<file path="src/rtl/max_pool_stream_if.sv">
// Valid/ready stream bundle for max_pool_stream: activation input, window clear
// and registered window-maximum output.
interface max_pool_stream_if #(
    parameter int unsigned DATA_WIDTH = 16
);
    logic [DATA_WIDTH-1:0] DATA_IN;
    logic                  DATA_IN_VALID;
    logic                  DATA_IN_READY;
    logic                  WINDOW_CLEAR;
    logic [DATA_WIDTH-1:0] DATA_OUT;
    logic                  DATA_OUT_VALID;
    logic                  DATA_OUT_READY;

    // Pooling unit side.
    modport slave (
        input  DATA_IN,
        input  DATA_IN_VALID,
        output DATA_IN_READY,
        input  WINDOW_CLEAR,
        output DATA_OUT,
        output DATA_OUT_VALID,
        input  DATA_OUT_READY
    );

    // Producer/consumer side.
    modport master (
        output DATA_IN,
        output DATA_IN_VALID,
        input  DATA_IN_READY,
        output WINDOW_CLEAR,
        input  DATA_OUT,
        input  DATA_OUT_VALID,
        output DATA_OUT_READY
    );
endinterface

</file>
<file path="src/rtl/max_pool_stream.sv">
// Streaming max-pool: emits the maximum of every POOL_SIZE accepted elements
// through a single registered output slot with valid/ready backpressure.
module max_pool_stream #(
    parameter int unsigned DATA_WIDTH  = 16,
    parameter int unsigned POOL_SIZE   = 4,
    parameter bit          SIGNED_MODE = 1'b1
) (
    input  logic                   CLK,
    input  logic                   RESET,
    max_pool_stream_if.slave       stream
);
    localparam int unsigned CNT_W = (POOL_SIZE > 1) ? $clog2(POOL_SIZE) : 1;
    localparam logic [CNT_W-1:0] CNT_LAST = CNT_W'(POOL_SIZE - 1);

    logic [DATA_WIDTH-1:0] acc_q, acc_d;
    logic [CNT_W-1:0]      cnt_q, cnt_d;
    logic [DATA_WIDTH-1:0] dout_q, dout_d;
    logic                  dvalid_q, dvalid_d;

    logic                  in_ready;
    logic                  accept;
    logic                  consume;
    logic                  close;
    logic [DATA_WIDTH-1:0] acc_max;

    function automatic logic [DATA_WIDTH-1:0] max_of(
        input logic [DATA_WIDTH-1:0] a,
        input logic [DATA_WIDTH-1:0] b
    );
        logic a_gt_b;
        if (SIGNED_MODE)
            a_gt_b = $signed(a) > $signed(b);
        else
            a_gt_b = a > b;
        return a_gt_b ? a : b;
    endfunction

    // The slot frees up in the same cycle it is consumed, so a full pipe streams.
    assign in_ready = !dvalid_q || stream.DATA_OUT_READY;
    assign accept   = stream.DATA_IN_VALID && in_ready && !stream.WINDOW_CLEAR;
    assign consume  = dvalid_q && stream.DATA_OUT_READY;
    assign close    = accept && (cnt_q == CNT_LAST);
    assign acc_max  = max_of(acc_q, stream.DATA_IN);

    always_comb begin
        acc_d    = acc_q;
        cnt_d    = cnt_q;
        dout_d   = dout_q;
        dvalid_d = dvalid_q;

        if (consume)
            dvalid_d = 1'b0;

        if (stream.WINDOW_CLEAR) begin
            acc_d = '0;
            cnt_d = '0;
        end else if (close) begin
            // Window of one has no accumulated operand to compare against.
            dout_d   = (cnt_q == '0) ? stream.DATA_IN : acc_max;
            dvalid_d = 1'b1;
            cnt_d    = '0;
        end else if (accept) begin
            if (cnt_q == '0)
                acc_d = stream.DATA_IN;
            else
                acc_d = acc_max;
            cnt_d = cnt_q + CNT_W'(1);
        end
    end

    always_ff @(posedge CLK) begin
        if (RESET) begin
            acc_q    <= '0;
            cnt_q    <= '0;
            dout_q   <= '0;
            dvalid_q <= 1'b0;
        end else begin
            acc_q    <= acc_d;
            cnt_q    <= cnt_d;
            dout_q   <= dout_d;
            dvalid_q <= dvalid_d;
        end
    end

    assign stream.DATA_IN_READY  = in_ready;
    assign stream.DATA_OUT       = dout_q;
    assign stream.DATA_OUT_VALID = dvalid_q;
endmodule

</file>
<file path="src/flat_wrapper.sv">
// flat-port wrapper written by rule: the top's interface ports become plain ports
module max_pool_stream_flat 
#(
    parameter int unsigned DATA_WIDTH  = 16,
    parameter int unsigned POOL_SIZE   = 4,
    parameter bit          SIGNED_MODE = 1'b1
)
  (CLK, RESET, stream_DATA_IN, stream_DATA_IN_VALID, stream_DATA_IN_READY, stream_WINDOW_CLEAR, stream_DATA_OUT, stream_DATA_OUT_VALID, stream_DATA_OUT_READY);
  max_pool_stream_if #(.DATA_WIDTH(DATA_WIDTH)) stream_i ();
  input  logic CLK;
  input  logic RESET;
  input wire logic [$bits(stream_i.DATA_IN)-1:0] stream_DATA_IN;
  input wire logic [$bits(stream_i.DATA_IN_VALID)-1:0] stream_DATA_IN_VALID;
  output wire logic [$bits(stream_i.DATA_IN_READY)-1:0] stream_DATA_IN_READY;
  input wire logic [$bits(stream_i.WINDOW_CLEAR)-1:0] stream_WINDOW_CLEAR;
  output wire logic [$bits(stream_i.DATA_OUT)-1:0] stream_DATA_OUT;
  output wire logic [$bits(stream_i.DATA_OUT_VALID)-1:0] stream_DATA_OUT_VALID;
  input wire logic [$bits(stream_i.DATA_OUT_READY)-1:0] stream_DATA_OUT_READY;
  assign stream_i.DATA_IN = stream_DATA_IN;
  assign stream_i.DATA_IN_VALID = stream_DATA_IN_VALID;
  assign stream_DATA_IN_READY = stream_i.DATA_IN_READY;
  assign stream_i.WINDOW_CLEAR = stream_WINDOW_CLEAR;
  assign stream_DATA_OUT = stream_i.DATA_OUT;
  assign stream_DATA_OUT_VALID = stream_i.DATA_OUT_VALID;
  assign stream_i.DATA_OUT_READY = stream_DATA_OUT_READY;
  max_pool_stream #(.DATA_WIDTH(DATA_WIDTH), .POOL_SIZE(POOL_SIZE), .SIGNED_MODE(SIGNED_MODE)) u_core (.CLK(CLK), .RESET(RESET), .stream(stream_i));
endmodule
</file>
<file path="config.mk">
export PLATFORM = sky130hd
export DESIGN_NAME = max_pool_stream_flat
export DESIGN_NICKNAME = d
export VERILOG_FILES = /design/src/rtl/max_pool_stream_if.sv /design/src/rtl/max_pool_stream.sv /design/src/flat_wrapper.sv
export SDC_FILE = /design/constraint.sdc
export NUM_CORES = 1
export LEC_CHECK = 0
export CORE_ASPECT_RATIO = 2
export CORE_MARGIN = 2
export CORE_UTILIZATION = 40
export CTS_BUF_LIST = sky130_fd_sc_hd__clkbuf_2 sky130_fd_sc_hd__clkbuf_4 sky130_fd_sc_hd__clkbuf_8
export CTS_CLUSTER_SIZE = 28
export DETAILED_ROUTE_END_ITERATION = 12
export HOLD_SLACK_MARGIN = 0.15
export SLEW_MARGIN = 20
export SYNTH_ARGS = -nofsm -noshare
export SYNTH_HDL_FRONTEND = slang
export SYNTH_SLANG_ARGS = --single-unit
</file>
<file path="constraint.sdc">
create_clock -name CLK -period 3.2 [get_ports CLK]
set_input_delay 0.32 -clock CLK [delete_from_list [all_inputs] [get_ports CLK]]
set_output_delay 0.32 -clock CLK [all_outputs]
set_load 0.02 [all_outputs]
</file>
==> results of run 1 <==
==> path summary, 6_finish.rpt <==
| kind | cells after the start | slack (ns) | to |
|---|---|---|---|
| setup / recovery | 9 | 0.70 | u_core.stream.DATA_OUT[9] |
| hold / removal | 2 | 0.48 | u_core.acc_q[2] |
| setup reg to reg | 8 | 0.96 | u_core.stream.DATA_OUT[9] |
| hold reg to reg | 2 | 0.48 | u_core.acc_q[2] |
==> through the flow <==
stage | total power [mW] | hold WS, ns | util (%) | setup WS [ns]
floorplan | 0.511 | 0.397 | - | 0.878
global placement | 0.560 | 0.465 | 50.8 | 0.399
detailed placement | 0.561 | 0.477 | 50.8 | 0.371
CTS | 0.924 | 0.486 | 53.0 | 0.680
global route | 0.956 | 0.510 | 53.0 | 0.603
finish | 0.914 | 0.484 | 53.0 | 0.705
==> flip-flops by register name, indices dropped and copies added, names as in the netlist <==
signal and cells:
u_core.stream.DATA_OUT_VALID 1, u_core.cnt_q 2, u_core.stream.DATA_OUT 16, u_core.acc_q 16
==> metal layers <==
metal	GRT usage (%)	up-vias
li1	-	929
met1	24.7	862
met2	33.3	34
met3	3.71	12
met4	7.32	0
met5	0	-
==> worst min-delay path, delay by kind of cell (launching register included) <==
kind / cells / cell delay [ns]
DFF: 1 / 0.33
and+or+nand+nor: 1 / 0.06
muxes: 1 / 0.05
==> power breakdown <==
part / switching [mW] / internal (mW) / total (mW)
sequential: 0.00406 / 0.441 / 0.445
clock: 0.159 / 0.205 / 0.364
combinational: 0.0539 / 0.0514 / 0.105
total: 0.217 / 0.697 / 0.914
==> kinds of logic (layout without fill, tap and decap cells) <==
family | after synthesis | in the layout | share of synthesized area (%)
multiplexers | 17 | 17 | 8.37
flip-flops | 35 | 35 | 34.5
adder cells (fa/ha/maj) | 18 | 18 | 11.1
AND/OR/NAND/NOR | 104 | 104 | 24.9
buffers and inverters | 35 | 73 | 7.75
AO/OA/AOI/OAI | 33 | 33 | 13.5
==> synthesized netlist by cell type, drive strengths merged <==
cell,count
a21boi,1
a21o,2
a21oi,7
a22oi,1
a31o,1
a31oi,1
a41oi,1
and2,3
and3b,1
and4,4
buf,6
clkbuf,10
dfxtp,35
ha,18
inv,19
mux2i,17
nand2,36
nand2b,1
nand3,3
nand3b,1
nand4,16
nor2,35
nor2b,1
nor3,2
nor3b,1
o211ai,1
o21ai,2
o311a,16
==> layout make-up <==
type | instances | area [um^2]
Inverter | 19 | 71.3
Fill cell | 475 | 2290
Multi-Input combinational cell | 172 | 1180
Sequential cell | 35 | 701
Tap cell | 57 | 71.3
Timing Repair Buffer | 46 | 453
Clock buffer | 8 | 104
==> layout by cell type, fill, tap and decap left out, types with 2 or more instances in the layout <==
cell,instances
mux2i_1,17
nor3_1,2
ha_1,18
clkbuf_8,7
o21ai_0,2
inv_1,19
o311a_1,16
a21o_1,2
buf_4,7
clkdlybuf4s50_1,38
nor2_1,34
nand4_1,15
and4_1,2
and4_4,2
dfxtp_1,35
a21oi_1,7
and2_1,2
nand2_1,36
nand3_2,2
==> results.cfg, run 1 <==
[synthesis]
yosys-top-cells-area = dfxtp_1, ha_1, mux2i_1
synth_cell_types = 34
synth_seq_cells = 35
seq_area_frac_synth_pct = 34.5
yosys.area.top_type = dfxtp_1
synth_warnings = 0
syn_nets = 281
avgSynthCellArea_um2 = 8.40
synth_top_area_share_pct = 34.5
syn_inst = 242
syn-cell-area_mm2 = 0.00203

[outcome]
status = complete, no violations

[worst_setup_path]
arrival_ns = 2.67
required_ns = 3.37
max_stage_delay_ns = 0.49
worstSetupPathType = in2reg
critical-path-top-delay-family = compound AO/OA/AOI/OAI gates
path_cells = clkdlybuf4s50_1, inv_1, ha_1, and4_1, a41oi_2, a21boi_1, nand4_2, and2_4, o311a_1
r2r_start = u_core.acc_q[0]
worst-path-max-fanout = 16
critPathBufInv = 2
critPathCaptureType = register
startpoint_type = input pin
cp_slowest_cell = clkdlybuf4s50_1
startpoint = stream_DATA_IN[5]

[placed_design]
place_congestion = 0.762
dpl_cell_area_mm2 = 0.00247
placedCellCount = 329
hpwlAfterDp_um = 3580
portBuffers = 38

[global_routing]
grt_use_total_pct = 20.1
grt_max_degree = 32
grt_pass1_vias = 1805
grt-ovfl-total = 0
grt_first_pass_wirelength_um = 8470
antenna_found_initial = 0

[routing]
wire_per_inst_um = 15.1
drc = 0
vias = 1837
met3WireLength_um = 159
wirelength_um = 5100
ant_nets = 0
m1WireLength_um = 2070
highest_layer = met4
route.met2.wl_um = 2760
drt_first_pass_iters = 4
routed_via_density = 5.45
drtIter0Drc = 30

[layout]
drive_above_1_share_pct = 8.57
fin_area_mm2 = 0.00258
finalNetCount = 318
diodes = 0
stdcell_count = 337
area_growth_pct = 26.8

[cts]
root_buffer = clkbuf_8
ctsResizeCount = 0
numCtsBuffers = 5
clock_path_buffers = 2
clk_latency_ns = 0.28
clock-sinks = 35
cts_tree = built
htreeDepth = 2
hold_buffers = 0
clk_pin_slew_worst_paths_ns = 0.07
post_cts_buffers = 0

[worst_hold_path]
min-delay-start = u_core.acc_q[2]
hp-class = reg2reg

[sta]
setup_tns_ns = 0
slew_headroom_pct = 49.3
setup_viol_count_final = 0
report.final.slew_viol_count = 0
rsz0062_at_grt = false
timing.fmax_mhz = 401
worstMarginPinSlew_ns = 0.758
period_share_pct = 78.0
finalHoldViolations = 0
finClkSkew_ns = 0.00165
layout_min_cycle_time_ns = 2.50

[job]
cap_violations = 0

[die]
die-area_mm2 = 0.00570
floorplan.rows = 36
die_x_um = 54.4
initial_core_util_pct = 41.8
ioPinCount = 39
dieHeight_um = 105
fp.coreArea_mm2 = 0.00486

[power]
power.leakage_nw = 1.10
power_density_mw_per_mm2 = 355
vdd_drop_max_uv = 313
Note: power is estimated with default switching activity, not from simulation.
==> inputs of run 2 (changes only) <==
--- a/config.mk
+++ b/config.mk
@@ -12,6 +12,7 @@
 export CTS_CLUSTER_SIZE = 28
 export DETAILED_ROUTE_END_ITERATION = 12
 export HOLD_SLACK_MARGIN = 0.15
+export PLACE_DENSITY = 0.67
 export SLEW_MARGIN = 20
 export SYNTH_ARGS = -nofsm -noshare
 export SYNTH_HDL_FRONTEND = slang
==> constraint.sdc (replaced) <==
create_clock -name CLK -period 2.2 [get_ports CLK]
set_input_delay 0.22 -clock CLK [delete_from_list [all_inputs] [get_ports CLK]]
set_output_delay 0.22 -clock CLK [all_outputs]
set_load 0.02 [all_outputs]
==> run 2 against run 1 <==
- cell area is 14% higher
- count of clock-buffer cells in the layout did not move
- die area unchanged
- critical path type is now reg2reg
- highest routed layer unchanged
==> results.cfg, run 2 (synthesized netlist as in run 1, its figures left out) <==
[worst_setup_path]
critPathCaptureType = register
startpoint_type = register
critPathBufInv = 1
path_cells = ha_1, and4_4, and2_4, a22oi_2, buf_4, nand4_4, and2_4, o311a_1
arrival_ns = 2.31
cpMostUsedCell = and2_4
worst-path-max-fanout = 8
cp_slowest_cell = dfxtp_2
max_stage_delay_ns = 0.34
required_ns = 2.37
critical-path-top-delay-family = simple AND/OR/NAND/NOR gates
worstSetupPathType = reg2reg

[sta]
report.final.slew_viol_count = 0
layout_min_cycle_time_ns = 2.14
timing.fmax_mhz = 468
whs_ns = 0.221
finalHoldViolations = 0
worstMarginPinSlew_ns = 0.334
slew_headroom_pct = 77.7
finClkSkew_ns = 0.00139
period_share_pct = 97.1
setup_viol_count_final = 0

[die]
die_x_um = 54.4
die-area_mm2 = 0.00570
dieHeight_um = 105
fp.coreArea_mm2 = 0.00486
floorplan.rows = 36
ioPinCount = 39
initial_core_util_pct = 41.8

[layout]
final_common_cell = nand2_1
area_growth_pct = 45.0
final_util_pct = 60.6
drive_above_1_share_pct = 24.1
diodes = 0
finalNetCount = 333
nFillCells = 438
final_cell_mix = nand2_1, nor2_1, dfxtp_1, clkdlybuf4s50_1, mux2i_1

[power]
finalPower_mw = 1.37
power_density_mw_per_mm2 = 465
power.leakage_nw = 1.30
vdd_drop_max_uv = 491

[cts]
clock_path_buffers = 2
clk_pin_slew_worst_paths_ns = 0.07
root_buffer = clkbuf_8
clock-sinks = 35
hold_buffers = 0
numCtsBuffers = 5
cts_tree = built
htreeDepth = 2
clk_latency_ns = 0.28

[job]
cap_violations = 0

[routing]
ant_nets = 0
drc = 0
wirelength_um = 5520
vias = 1913
drtIter0Drc = 29
wire_per_inst_um = 15.7
routed_via_density = 5.43
drt_first_pass_iters = 4

[placed_design]
place_congestion = 0.840
hpwlAfterDp_um = 3700
portBuffers = 38

[global_routing]
grt-ovfl-total = 0
antenna_found_initial = 0
grt_pass1_vias = 1998
grt_first_pass_wirelength_um = 8940
grt_max_degree = 33
grt_use_total_pct = 20.9

[worst_hold_path]
hp-class = in2reg

[outcome]
status = complete, no violations
==> run 2: final timing paths <==
kind / from / end / slack [ns] / depth (start not counted)
hold / removal: stream_DATA_IN[11] / u_core.acc_q[11] / 0.22 / 3
setup / recovery: u_core.acc_q[8] / u_core.stream.DATA_OUT[9] / 0.06 / 8
hold reg to reg: u_core.acc_q[8] / u_core.acc_q[8] / 0.49 / 2
setup reg to reg: u_core.acc_q[8] / u_core.stream.DATA_OUT[9] / 0.06 / 8
==> run 2: tightest hold or removal path, delay by kind of cell <==
kind                   cells  cell delay [ns]
AND/OR/NAND/NOR            1             0.06
multiplexers               1             0.05
buffers and inverters      1             0.14
==> run 2: per-layer routing <==
layer / vias to the layer above / share of wire, % / global-route usage (%)
li1: 965 / - / -
met1: 909 / 38 / 21.9
met2: 32 / 58 / 38.6
met3: 7 / 2.4 / 3.57
met4: 0 / 1.7 / 7.14
met5: - / 0 / 0
==> run 2: final cells by class <==
type,count,area [um^2],share of cell area [%]
Clock buffer,8,104,3.52
Inverter,19,71.3,2.42
Sequential cell,35,711,24.1
Tap cell,57,71.3,2.42
Multi-Input combinational cell,173,1360,46.1
Timing Repair Buffer,60,633,21.5
==> run 2: stage by stage <==
stage	std cells	area [um^2]	setup TNS, ns	worst slack [ns]
after floorplan	242	2100	0	0.00157
after global placement	341	2650	-9.05	-0.311
after detailed placement	341	2650	-10.73	-0.367
after CTS	350	2810	0	0.00274
after global routing	352	2950	-0.00118	-0.00118
final	352	2950	0	0.0642
==> run 2: timing repair <==
action                     in CTS  in global routing
setup buffers                   0                  1
resized for setup              12                 36
pin swaps                       6                 10
setup endpoints to repair      32                 32
cloned                          1                  1
==> run 2: power breakdown <==
part           internal, mW  switching (mW)
combinational        0.0981          0.0928
clock                 0.298           0.231
sequential            0.642         0.00847
total                  1.04           0.332
==> inputs of run 3 (changes only) <==
--- a/config.mk
+++ b/config.mk
@@ -5,7 +5,6 @@
 export SDC_FILE = /design/constraint.sdc
 export NUM_CORES = 1
 export LEC_CHECK = 0
-export CORE_ASPECT_RATIO = 2
 export CORE_MARGIN = 2
 export CORE_UTILIZATION = 40
 export CTS_BUF_LIST = sky130_fd_sc_hd__clkbuf_2 sky130_fd_sc_hd__clkbuf_4 sky130_fd_sc_hd__clkbuf_8
==> run 3 against run 2 <==
- sequential power about the same
- clock skew increased by 0.0050 ns
- hold slack improved by 0.0034 ns
- critical endpoint is now u_core.stream.DATA_OUT[5]
==> results.cfg, run 3 (synthesized netlist as in run 1, its figures left out) <==
[outcome]
status = complete, no violations

[layout]
final_common_cell = nand2_1
stdcell_count = 363
final_util_pct = 61.8
final_cell_mix = nand2_1, nor2_1, clkdlybuf4s50_1, dfxtp_1, buf_4
diodes = 0
finalNetCount = 334
area_growth_pct = 46.5
drive_above_1_share_pct = 28.0

[cts]
clk_latency_ns = 0.28
cts_tree = built
root_buffer = clkbuf_8
hold_buffers = 0
clock_path_buffers = 2
htreeDepth = 2
clk_pin_slew_worst_paths_ns = 0.07
numCtsBuffers = 5
clock-sinks = 35

[routing]
drtIter0Drc = 128
vias = 1948
routed_via_density = 5.37
ant_nets = 0
drt_first_pass_iters = 4
drc = 0
wire_per_inst_um = 15.2
wirelength_um = 5510

[global_routing]
grt_use_total_pct = 21.1
grt_pass1_vias = 1923
grt_first_pass_wirelength_um = 9070
antenna_found_initial = 0
grt_max_degree = 33
grt-ovfl-total = 0

[die]
dieHeight_um = 75.3
die-area_mm2 = 0.00567
initial_core_util_pct = 42.2
fp.coreArea_mm2 = 0.00482
die_x_um = 75.3
ioPinCount = 39
floorplan.rows = 25

[worst_setup_path]
path_cells = ha_4, and4_4, buf_4, nand3_2, a21o_1, a31o_2, and2_4, o311a_1
worstSetupPathType = reg2reg
startpoint_type = register
max_stage_delay_ns = 0.34
required_ns = 2.37
cp_slowest_cell = dfxtp_2
worst-path-max-fanout = 8
arrival_ns = 2.28
critPathCaptureType = register

[job]
cap_violations = 0

[power]
vdd_drop_max_uv = 290
p_switching_mw = 0.331
power_density_mw_per_mm2 = 459
comb_power_share_pct = 14.2
p_int_mw = 1.04
switching_share_pct = 24.2
seq_power_share_pct = 47.5
power.share.clock_pct = 38.3
power.leakage_nw = 1.23

[sta]
setup_viol_count_final = 0
slew_headroom_pct = 79.1
period_share_pct = 96.2
report.final.slew_viol_count = 0
finalHoldViolations = 0
worstMarginPinSlew_ns = 0.313
layout_min_cycle_time_ns = 2.12
timing.fmax_mhz = 473
finClkSkew_ns = 0.00639
rsz0062_at_grt = true

[placed_design]
place_congestion = 0.815
portBuffers = 38
hpwlAfterDp_um = 3510
placedCellCount = 348

[worst_hold_path]
hp-class = in2reg
## run 3: cell count changes in the layout (fill, tap and decap cells not counted), moves of 2 or more
cell and delta:
buf_4 +4, buf_6 -3, dfxtp_1 -6, dfxtp_2 +4, dfxtp_4 +2, dlygate4sd2_1 +9
dlymetal6s2s_1 -8, ha_1 -4, ha_4 +4, inv_1 -2, inv_2 +2, o21ai_0 +2
o21ai_1 -2
## run 3: path summary, 6_finish.rpt
kind | from | endpoint | slack, ns | cells past startpoint
worst min register to register | u_core.acc_q[4] | u_core.acc_q[4] | 0.50 | 2
worst min-delay path | stream_DATA_IN[9] | u_core.acc_q[9] | 0.22 | 3
worst max-delay path | u_core.acc_q[15] | u_core.stream.DATA_OUT[5] | 0.08 | 8
worst max register to register | u_core.acc_q[15] | u_core.stream.DATA_OUT[5] | 0.08 | 8
## run 3: area by class of cell
class | instances | area [um^2]
clock buffers | 8 | 104
well taps | 67 | 83.8
multi-input cells | 173 | 1400
fillers | 442 | 1840
repair buffers | 61 | 601
inverters | 19 | 71.3
flip-flops and latches | 35 | 723
## run 3: routing by layer
layer	GRT usage (%)	vias up	wire, um
met5	0	-	0
met4	5.46	0	48
met3	4.23	6	193
met2	36.7	45	2780
met1	26.8	931	2490
li1	-	966	-
## run 3: per-stage QoR
step | power, mW | hold slack (ns) | setup slack, ns | TNS (ns) | cell area [um^2]
global placement | 0.826 | 0.471 | -0.315 | -9.57 | 2640
detailed placement | 0.830 | 0.477 | -0.373 | -10.95 | 2640
global route | 1.42 | 0.238 | -0.0158 | -0.0433 | 2980
CTS | 1.36 | 0.331 | 0.000461 | 0 | 2880
floorplan | 0.751 | 0.297 | 0.00157 | 0 | 2100
finish | 1.37 | 0.225 | 0.0838 | 0 | 2980
## run 3: power groups by stage
stage	registers (mW)	logic, mW	clock network [mW]
2_1_floorplan	0.661	0.0898	0
3_3_place_gp	0.663	0.164	0
3_5_place_dp	0.663	0.167	0
4_1_cts	0.650	0.185	0.530
5_1_grt	0.650	0.214	0.559
6_report	0.650	0.194	0.524
## run 3: worst max-delay path, delay by kind of cell (launching register included)
family	cells	cell delay [ns]
AOI/OAI and AO/OA	3	0.78
and+or+nand+nor	3	0.49
adders and majority gates	1	0.26
DFF	1	0.34
buffers and inverters	1	0.12
## run 3: timing repair
action | 4_1_cts | 5_1_grt
buffers inserted | 3 | 2
setup endpoints to repair | 32 | 32
resized for setup | 31 | 26
pin swaps | 15 | 7
cloned | 2 | 0
